--- src/rtl/min_os_scheduler_if.sv ---
// Bus bundle between min_os_scheduler (master) and the iface/chunker side (slave).
// MIN_OS_TX_TIMEOUT_EN adds the tx_timeout pulse.
interface min_os_scheduler_if #(
  parameter int unsigned NUM_IFACES      = 4,
  parameter int unsigned MAX_CHUNK_BYTES = 5,
  parameter int unsigned SIZE_WIDTH      = 32
);
  logic [NUM_IFACES-1:0]                   iface_req;
  logic [NUM_IFACES*8-1:0]                 iface_type;
  logic [NUM_IFACES*MAX_CHUNK_BYTES*8-1:0] iface_bytes;
  logic [NUM_IFACES*SIZE_WIDTH-1:0]        iface_size;
  logic [NUM_IFACES-1:0]                   iface_ack;
  logic                                    tx_is_chunk_ready;
  logic [7:0]                              tx_chunk_type;
  logic [MAX_CHUNK_BYTES*8-1:0]            tx_chunk_bytes;
  logic [SIZE_WIDTH-1:0]                   tx_chunk_byte_size;
  logic                                    tx_is_chunker_done;
  logic                                    rx_is_chunk_ready;
  logic [7:0]                              rx_chunk_type;
  logic [MAX_CHUNK_BYTES*8-1:0]            rx_chunk_bytes;
  logic [SIZE_WIDTH-1:0]                   rx_chunk_byte_size;
  logic [NUM_IFACES-1:0]                   iface_rx_valid;
  logic [MAX_CHUNK_BYTES*8-1:0]            iface_rx_bytes;
  logic [SIZE_WIDTH-1:0]                   iface_rx_size;
  logic                                    rx_unknown;
  logic                                    busy;
`ifdef MIN_OS_TX_TIMEOUT_EN
  logic                                    tx_timeout;
`endif

  modport master (
    input  iface_req, iface_type, iface_bytes, iface_size, tx_is_chunker_done,
           rx_is_chunk_ready, rx_chunk_type, rx_chunk_bytes, rx_chunk_byte_size,
    output iface_ack, tx_is_chunk_ready, tx_chunk_type, tx_chunk_bytes, tx_chunk_byte_size,
           iface_rx_valid, iface_rx_bytes, iface_rx_size, rx_unknown, busy
`ifdef MIN_OS_TX_TIMEOUT_EN
    , output tx_timeout
`endif
  );

  modport slave (
    output iface_req, iface_type, iface_bytes, iface_size, tx_is_chunker_done,
           rx_is_chunk_ready, rx_chunk_type, rx_chunk_bytes, rx_chunk_byte_size,
    input  iface_ack, tx_is_chunk_ready, tx_chunk_type, tx_chunk_bytes, tx_chunk_byte_size,
           iface_rx_valid, iface_rx_bytes, iface_rx_size, rx_unknown, busy
`ifdef MIN_OS_TX_TIMEOUT_EN
    , input tx_timeout
`endif
  );
endinterface

--- src/rtl/min_os_scheduler.sv ---
// Round-robin TX arbiter of N virtual interfaces onto one typed chunker, plus RX type router.
// Optional chunker-done watchdog: define MIN_OS_TX_TIMEOUT_EN.
module min_os_scheduler #(
  parameter int unsigned             NUM_IFACES      = 4,
  parameter int unsigned             MAX_CHUNK_BYTES = 5,
  parameter int unsigned             SIZE_WIDTH      = 32,
  parameter logic [NUM_IFACES*8-1:0] IFACE_TYPES     = {8'd4, 8'd3, 8'd2, 8'd1}
`ifdef MIN_OS_TX_TIMEOUT_EN
  , parameter int unsigned           TIMEOUT_CYCLES  = 1000000
`endif
) (
  input logic                CLK,
  input logic                reset_n,
  min_os_scheduler_if.master bus
);
  localparam int unsigned PTR_W = (NUM_IFACES > 1) ? $clog2(NUM_IFACES) : 1;
  localparam int unsigned BW    = MAX_CHUNK_BYTES * 8;
  localparam logic [SIZE_WIDTH-1:0] MAX_SIZE = SIZE_WIDTH'(MAX_CHUNK_BYTES);

  typedef enum logic [2:0] {ST_IDLE, ST_LOAD, ST_STROBE, ST_WAIT, ST_FINISH} state_t;

  state_t                 state, state_nx;
  logic [PTR_W-1:0]       ptr, grant, pick;
  logic                   found;
  int unsigned            cand;
  logic [7:0]             tx_type;
  logic [BW-1:0]          tx_bytes;
  logic [SIZE_WIDTH-1:0]  tx_size;
  logic [NUM_IFACES-1:0]  ack;
  logic                   strobe;

  function automatic logic [SIZE_WIDTH-1:0] clamp(input logic [SIZE_WIDTH-1:0] s);
    return (s > MAX_SIZE) ? MAX_SIZE : s;
  endfunction

  // First requester after the last winner, wrapping around.
  always_comb begin
    found = 1'b0;
    pick  = '0;
    cand  = 0;
    for (int unsigned k = 1; k <= NUM_IFACES; k++) begin
      cand = (32'(ptr) + k) % NUM_IFACES;
      if (!found && bus.iface_req[cand]) begin
        found = 1'b1;
        pick  = PTR_W'(cand);
      end
    end
  end

`ifdef MIN_OS_TX_TIMEOUT_EN
  logic [31:0] wait_cnt;
  logic        timeout;
`endif

  always_comb begin
    state_nx = state;
    ack      = '0;
    strobe   = 1'b0;
`ifdef MIN_OS_TX_TIMEOUT_EN
    timeout  = 1'b0;
`endif
    case (state)
      ST_IDLE:   if (found) state_nx = ST_LOAD;
      ST_LOAD: begin
        ack[grant] = 1'b1;
        strobe     = (tx_size != '0);
        state_nx   = (tx_size != '0) ? ST_STROBE : ST_FINISH;
      end
      ST_STROBE: state_nx = ST_WAIT;
      ST_WAIT: begin
        if (bus.tx_is_chunker_done) begin
          state_nx = ST_FINISH;
        end
`ifdef MIN_OS_TX_TIMEOUT_EN
        else if (wait_cnt == 32'(TIMEOUT_CYCLES - 1)) begin
          timeout  = 1'b1;
          state_nx = ST_FINISH;
        end
`endif
      end
      ST_FINISH: state_nx = ST_IDLE;
      default:   state_nx = ST_IDLE;
    endcase
  end

  always_ff @(posedge CLK or negedge reset_n) begin
    if (!reset_n) begin
      state    <= ST_IDLE;
      ptr      <= PTR_W'(NUM_IFACES - 1);
      grant    <= '0;
      tx_type  <= '0;
      tx_bytes <= '0;
      tx_size  <= '0;
    end else begin
      state <= state_nx;
      if (state == ST_IDLE && found) begin
        grant    <= pick;
        tx_type  <= bus.iface_type[pick*8 +: 8];
        tx_bytes <= bus.iface_bytes[pick*BW +: BW];
        tx_size  <= clamp(bus.iface_size[pick*SIZE_WIDTH +: SIZE_WIDTH]);
      end
      if (state == ST_LOAD) ptr <= grant;
    end
  end

`ifdef MIN_OS_TX_TIMEOUT_EN
  always_ff @(posedge CLK or negedge reset_n) begin
    if (!reset_n)                                   wait_cnt <= '0;
    else if (state == ST_WAIT && state_nx == ST_WAIT) wait_cnt <= wait_cnt + 32'd1;
    else                                            wait_cnt <= '0;
  end
  assign bus.tx_timeout = timeout;
`endif

  assign bus.iface_ack          = ack;
  assign bus.tx_is_chunk_ready  = strobe;
  assign bus.tx_chunk_type      = tx_type;
  assign bus.tx_chunk_bytes     = tx_bytes;
  assign bus.tx_chunk_byte_size = tx_size;
  assign bus.busy               = (state != ST_IDLE);

  // RX routing: lowest-index type match, registered one cycle.
  logic                  rx_hit;
  logic [PTR_W-1:0]      rx_idx;
  logic [NUM_IFACES-1:0] rx_valid;
  logic [BW-1:0]         rx_bytes;
  logic [SIZE_WIDTH-1:0] rx_size;
  logic                  rx_unk;

  always_comb begin
    rx_hit = 1'b0;
    rx_idx = '0;
    for (int unsigned i = 0; i < NUM_IFACES; i++) begin
      if (!rx_hit && IFACE_TYPES[i*8 +: 8] == bus.rx_chunk_type) begin
        rx_hit = 1'b1;
        rx_idx = PTR_W'(i);
      end
    end
  end

  always_ff @(posedge CLK or negedge reset_n) begin
    if (!reset_n) begin
      rx_valid <= '0;
      rx_bytes <= '0;
      rx_size  <= '0;
      rx_unk   <= 1'b0;
    end else begin
      rx_valid <= '0;
      rx_unk   <= 1'b0;
      if (bus.rx_is_chunk_ready) begin
        if (rx_hit) begin
          rx_valid[rx_idx] <= 1'b1;
          rx_bytes         <= bus.rx_chunk_bytes;
          rx_size          <= clamp(bus.rx_chunk_byte_size);
        end else begin
          rx_unk <= 1'b1;
        end
      end
    end
  end

  assign bus.iface_rx_valid = rx_valid;
  assign bus.iface_rx_bytes = rx_bytes;
  assign bus.iface_rx_size  = rx_size;
  assign bus.rx_unknown     = rx_unk;
endmodule

--- src/flat_wrapper.sv ---
// flat-port wrapper written by rule: the top's interface ports become plain ports
module min_os_scheduler_flat 
#(
  parameter int unsigned             NUM_IFACES      = 4,
  parameter int unsigned             MAX_CHUNK_BYTES = 5,
  parameter int unsigned             SIZE_WIDTH      = 32,
  parameter logic [NUM_IFACES*8-1:0] IFACE_TYPES     = {8'd4, 8'd3, 8'd2, 8'd1}

)
  (CLK, reset_n, bus_iface_req, bus_iface_type, bus_iface_bytes, bus_iface_size, bus_tx_is_chunker_done, bus_rx_is_chunk_ready, bus_rx_chunk_type, bus_rx_chunk_bytes, bus_rx_chunk_byte_size, bus_iface_ack, bus_tx_is_chunk_ready, bus_tx_chunk_type, bus_tx_chunk_bytes, bus_tx_chunk_byte_size, bus_iface_rx_valid, bus_iface_rx_bytes, bus_iface_rx_size, bus_rx_unknown, bus_busy);
  min_os_scheduler_if #(.NUM_IFACES(NUM_IFACES), .MAX_CHUNK_BYTES(MAX_CHUNK_BYTES), .SIZE_WIDTH(SIZE_WIDTH)) bus_i ();
  input logic CLK;
  input logic reset_n;
  input wire logic [$bits(bus_i.iface_req)-1:0] bus_iface_req;
  input wire logic [$bits(bus_i.iface_type)-1:0] bus_iface_type;
  input wire logic [$bits(bus_i.iface_bytes)-1:0] bus_iface_bytes;
  input wire logic [$bits(bus_i.iface_size)-1:0] bus_iface_size;
  input wire logic [$bits(bus_i.tx_is_chunker_done)-1:0] bus_tx_is_chunker_done;
  input wire logic [$bits(bus_i.rx_is_chunk_ready)-1:0] bus_rx_is_chunk_ready;
  input wire logic [$bits(bus_i.rx_chunk_type)-1:0] bus_rx_chunk_type;
  input wire logic [$bits(bus_i.rx_chunk_bytes)-1:0] bus_rx_chunk_bytes;
  input wire logic [$bits(bus_i.rx_chunk_byte_size)-1:0] bus_rx_chunk_byte_size;
  output wire logic [$bits(bus_i.iface_ack)-1:0] bus_iface_ack;
  output wire logic [$bits(bus_i.tx_is_chunk_ready)-1:0] bus_tx_is_chunk_ready;
  output wire logic [$bits(bus_i.tx_chunk_type)-1:0] bus_tx_chunk_type;
  output wire logic [$bits(bus_i.tx_chunk_bytes)-1:0] bus_tx_chunk_bytes;
  output wire logic [$bits(bus_i.tx_chunk_byte_size)-1:0] bus_tx_chunk_byte_size;
  output wire logic [$bits(bus_i.iface_rx_valid)-1:0] bus_iface_rx_valid;
  output wire logic [$bits(bus_i.iface_rx_bytes)-1:0] bus_iface_rx_bytes;
  output wire logic [$bits(bus_i.iface_rx_size)-1:0] bus_iface_rx_size;
  output wire logic [$bits(bus_i.rx_unknown)-1:0] bus_rx_unknown;
  output wire logic [$bits(bus_i.busy)-1:0] bus_busy;
  assign bus_i.iface_req = bus_iface_req;
  assign bus_i.iface_type = bus_iface_type;
  assign bus_i.iface_bytes = bus_iface_bytes;
  assign bus_i.iface_size = bus_iface_size;
  assign bus_i.tx_is_chunker_done = bus_tx_is_chunker_done;
  assign bus_i.rx_is_chunk_ready = bus_rx_is_chunk_ready;
  assign bus_i.rx_chunk_type = bus_rx_chunk_type;
  assign bus_i.rx_chunk_bytes = bus_rx_chunk_bytes;
  assign bus_i.rx_chunk_byte_size = bus_rx_chunk_byte_size;
  assign bus_iface_ack = bus_i.iface_ack;
  assign bus_tx_is_chunk_ready = bus_i.tx_is_chunk_ready;
  assign bus_tx_chunk_type = bus_i.tx_chunk_type;
  assign bus_tx_chunk_bytes = bus_i.tx_chunk_bytes;
  assign bus_tx_chunk_byte_size = bus_i.tx_chunk_byte_size;
  assign bus_iface_rx_valid = bus_i.iface_rx_valid;
  assign bus_iface_rx_bytes = bus_i.iface_rx_bytes;
  assign bus_iface_rx_size = bus_i.iface_rx_size;
  assign bus_rx_unknown = bus_i.rx_unknown;
  assign bus_busy = bus_i.busy;
  min_os_scheduler #(.NUM_IFACES(NUM_IFACES), .MAX_CHUNK_BYTES(MAX_CHUNK_BYTES), .SIZE_WIDTH(SIZE_WIDTH), .IFACE_TYPES(IFACE_TYPES)) u_core (.CLK(CLK), .reset_n(reset_n), .bus(bus_i));
endmodule
--- config.mk ---
export PLATFORM = sky130hd
export DESIGN_NAME = min_os_scheduler_flat
export DESIGN_NICKNAME = d
export VERILOG_FILES = /design/src/rtl/min_os_scheduler_if.sv /design/src/rtl/min_os_scheduler.sv /design/src/flat_wrapper.sv
export SDC_FILE = /design/constraint.sdc
export NUM_CORES = 1
export LEC_CHECK = 0
export ABC_AREA = 1
export ABC_CLOCK_PERIOD_IN_PS = 2200
export BUFFER_PORTS_ARGS = -buffer_cell sky130_fd_sc_hd__buf_2
export CAP_MARGIN = 20
export CORE_AREA = 2 2 220 222
export CTS_BUF_LIST = sky130_fd_sc_hd__clkbuf_4 sky130_fd_sc_hd__clkbuf_8 sky130_fd_sc_hd__clkbuf_16
export DETAILED_ROUTE_END_ITERATION = 16
export DIE_AREA = 0 0 222 224
export SYNTH_ARGS = -nofsm -noshare
export SYNTH_HDL_FRONTEND = slang
export SYNTH_SLANG_ARGS = --single-unit
--- constraint.sdc ---
create_clock -name CLK -period 2.2 [get_ports CLK]
set_input_delay 0.33 -clock CLK [delete_from_list [all_inputs] [get_ports CLK]]
set_output_delay 0.33 -clock CLK [all_outputs]
set_load 0.005 [all_outputs]
==> summary by stage <==
Setup path
The endpoint kind of the worst setup timing path is a register. The launching point of the worst reg2reg path is u_core.ptr[0]$_DFFE_PN1P_. The worst setup path is launched from a register.

At the worst endpoint, the arrival time is 3080 ps. In this run the worst path has a maximum fanout of 9. The flop-to-flop setup slack is -510 ps. The required arrival time at the worst endpoint is 2570 ps. The type of the worst setup path is reg -> reg. The critical path starts at u_core.ptr[0]$_DFFE_PN1P_.

Place
The setup slack at placement is -582 ps. In this run the tool buffered the top-level ports with 570 buffer cells. The congestion estimate from routability-driven global placement came to 0.993. The total cell area at the placement stage is between 10000 and 15000 sq um. The total half-perimeter wirelength after legalization and detailed placement is between 30000 and 40000 um.

GRT
Global routing consumed, over all layers together, 17.1% of the routing resources. The number of antenna violations at the first check in global routing was 5. Global routing finished with a remaining overflow of 0. The pin count of the biggest net entering global routing is 55.

The via count of the first global-routing pass came to ~11000. The first global-routing pass estimated 64000 um of wire.

STA
The worst-case setup margin in the final layout is -514 ps. Setup repair after global routing could not meet its margin everywhere. The max-slew headroom at the worst pin is between 60% and 70%. The transition at the pin with the smallest max-transition slack is about 540 ps. The max-slew violation count is 0. Based on the critical path, the design can be clocked at up to roughly 370 MHz.

The time the final worst path needs with I/O delays and setup is 2710 ps. The final setup violation count is 53. The final hold violation count was 0.

Across all hold checks on the routed design, the worst slack comes to ~51 ps. The part of the cycle the worst path needs is 123%. The clock arrives with 15.1 ps of skew.

Min path
The kind of path behind the tightest hold check is in -> reg. The worst hold path begins at bus_rx_chunk_bytes[25].

CTS
The library cell used as clock root buffer is sky130_fd_sc_hd__clkbuf_16. The clock slew at the register clock pins of the worst setup and hold paths is 80 ps. TritonCTS built the clock tree.

The longest clock path from root to sink contains 2 buffers. At the later pin of the worst-skew pair, clock insertion delay measures about 470 ps. The number of clock sinks is 164. The clock tree synthesis step divided the H-tree into 4 levels. In this run, CTS created clock tree buffers numbering 17.

Route
The routed design uses 22200 um of met2 wire. In this run, the number of DRC markers left after iteration 0 of detailed routing was approximately 620. After detailed routing, the number of vias per cell comes to 4.51. The first detailed-routing pass ran for 5 iterations. The average detailed-routed wire length per instance is 18.4 um. Wires add up to between 40000 and 50000 um. After detailed routing, the wire length on met1 is 17500 um. The detailed router placed 11200 vias in this run.

After detailed routing, the number of remaining DRC violations is 0. The number of routed nets with antenna violations is 0. The highest metal layer carrying signal wires in the routed design is met5. The routed wire length on met3 is 3650 um.

Power
The power density over the cells is 1660 nW/um^2. The static leakage is slightly below 8 nW. The switching portion of total power is 46.9%. The relative contribution of combinational cells to total power is 69.3%. The switching power summed over all nets is 11.3 mW. Sequential cells account for 17.5% of the total power. The clock share of power is around an eighth. Total power for the finished layout comes to 24.1 mW. The worst supply voltage drop on vdd is 0.000969 V. The cell-internal power is 12.8 mW.

Floorplan
The floorplan step set the die height to 224 um. After floorplanning, the core was sized to cover 47300 sq um. Once the floorplan was initialized, standard cells occupied 19.0% of the core. The die area is 49700 sq um. The chip width is 222 um.

Pin placement for this block handled 571 I/O pins. The floorplan has 80 rows.

Synthesis
The sequential share of the synthesized area is between 40% and 50%. The post-synthesis cell type count is 32. After synthesis the cells add up to 8990 sq um. Synthesis produced 1231 cells. The synthesized area per cell is 7.30 sq um. The number of nets handed over by synthesis was 1639. For this run, the number of Yosys warnings is 0. The count of state elements after synthesis is 164.

Status
The final reports fail on setup timing. The run finished, with violations left.

Finish
The post-route cell area is 14500 sq um. The top cell types in the final layout, fill and taps aside, are sky130_fd_sc_hd__buf_2 (569), sky130_fd_sc_hd__nand2_1 (349), sky130_fd_sc_hd__nor2_1 (187). The number of inserted filler cells in the final layout is ~5000. The post-layout net count is 2256. The relative area change from synthesis to final layout is 61.7%. In the final layout, the share of cells above drive strength 1 is roughly 43%. The library cell used most frequently in the layout, excluding fill and tap cells, is sky130_fd_sc_hd__buf_2.

Job
The max-capacitance violation count is 0.
==> critical path: stages (launching register included) <==
cell and delay [ps]:
sky130_fd_sc_hd__dfstp_2 570, sky130_fd_sc_hd__buf_12 130, sky130_fd_sc_hd__inv_8 50, sky130_fd_sc_hd__nand2_2 80, sky130_fd_sc_hd__nand2_4 60, sky130_fd_sc_hd__nand2_4 70, sky130_fd_sc_hd__nand2_4 80, sky130_fd_sc_hd__nor2_4 140
sky130_fd_sc_hd__nand3_4 100, sky130_fd_sc_hd__nand3_4 140, sky130_fd_sc_hd__buf_6 140, sky130_fd_sc_hd__clkbuf_16 150, sky130_fd_sc_hd__nand2_2 40, sky130_fd_sc_hd__o211ai_1 80, sky130_fd_sc_hd__buf_4 150, sky130_fd_sc_hd__nand2_1 60
sky130_fd_sc_hd__nor2_1 150, sky130_fd_sc_hd__nand2_2 90, sky130_fd_sc_hd__nor2_4 110, sky130_fd_sc_hd__nand3_1 100, sky130_fd_sc_hd__nand2_1 70, sky130_fd_sc_hd__inv_1 40
==> Yosys cell counts (all sizes together) <==
cell    count  area (sq um)
nand3      72           383
o21ai      82           410
or2         2          12.5
buf        37           248
nor3        7          40.0
o21a       26           195
nor2      200           758
o211ai      2          15.0
dfstp       2          52.6
nand2     379          1440
a22o        1          8.76
a22oi       1          7.51
mux2i      22           220
nand4      39           244
nand3b      1          7.51
nor4       12          75.1
clkbuf     44           165
dfrtp     162          4050
a21oi       6          30.0
inv        84           318
o22ai      24           150
a31oi      26           163
==> state kept, by name, summed over array words and instances (netlist names) <==
register                       count
u_core.bus.iface_rx_bytes         40
u_core.bus.tx_chunk_bytes         40
u_core.bus.iface_rx_size          32
u_core.bus.tx_chunk_byte_size     32
u_core.bus.tx_chunk_type           8
u_core.bus.iface_rx_valid          4
u_core.state                       3
u_core.grant                       2
u_core.ptr                         2
u_core.bus.rx_unknown              1
==> what timing repair did <==
item,CTS,global route
pin swaps,6,24
buffers inserted,2,9
hold endpoints to repair,51,0
hold buffers,3,0
endpoints found under the setup margin,78,79
cloned,0,9
gates resized for setup,54,80
==> power by group through the flow <==
stage	sequential (mW)	clock [mW]	combinational, mW
floorplan	4.27	0	8.31
global placement	4.24	0	13.8
detailed placement	4.25	0	13.9
CTS	4.20	3.31	14.7
global route	4.31	3.40	18.1
finish	4.21	3.18	16.7
==> stage by stage <==
step                      cells  setup TNS, ps  util [%]
after floorplan            1231           -306         -
after global placement     2421         -14420      27.7
after detailed placement   2421         -18370      27.7
after CTS                  2458         -12480      29.5
after global routing       2479         -25460      30.7
final                      2480         -18700      30.7
==> final cells by class <==
cell class | count | area, sq um | share of cell area [%]
Timing Repair Buffer | 679 | 4170 | 28.7
Clock inverter | 13 | 164 | 1.13
Clock buffer | 19 | 447 | 3.07
Sequential cell | 164 | 4110 | 28.2
Multi-Input combinational cell | 902 | 4540 | 31.2
Inverter | 84 | 333 | 2.29
Tap cell | 615 | 769 | 5.29
Antenna cell | 4 | 10.0 | 0.0688
==> logic make-up (layout without fill, tap and decap cells) <==
| family | count (synthesis) | after routing | share of synthesized area [%] |
|---|---|---|---|
| other | 0 | 4 | 0 |
| and+or+nand+nor | 712 | 712 | 32.9 |
| buffers and inverters | 165 | 795 | 8.13 |
| AOI/OAI and AO/OA | 168 | 168 | 10.9 |
| muxes | 22 | 22 | 2.45 |
| DFF | 164 | 164 | 45.7 |
==> final timing paths <==
check	cells past startpoint	endpoint
hold reg to reg	2	u_core.bus.tx_chunk_bytes[1]$_DFFE_PN0P_
max in group asynchronous	3	u_core.ptr[0]$_DFFE_PN1P_
min in group asynchronous	2	u_core.bus.iface_rx_bytes[34]$_DFFE_PN0P_
setup / recovery	21	u_core.bus.tx_chunk_byte_size[2]$_DFFE_PN0P_
setup reg to reg	21	u_core.bus.tx_chunk_byte_size[2]$_DFFE_PN0P_
hold / removal	3	u_core.bus.iface_rx_bytes[25]$_DFFE_PN0P_
==> per-layer routing <==
layer / vias to the layer above / global-route usage, %
met4: 4 / 9.31
li1: 5248 / -
met1: 5223 / 19.3
met3: 107 / 5.25
met5: - / 0
met2: 610 / 29.0
(Power assumes the default switching activity.)
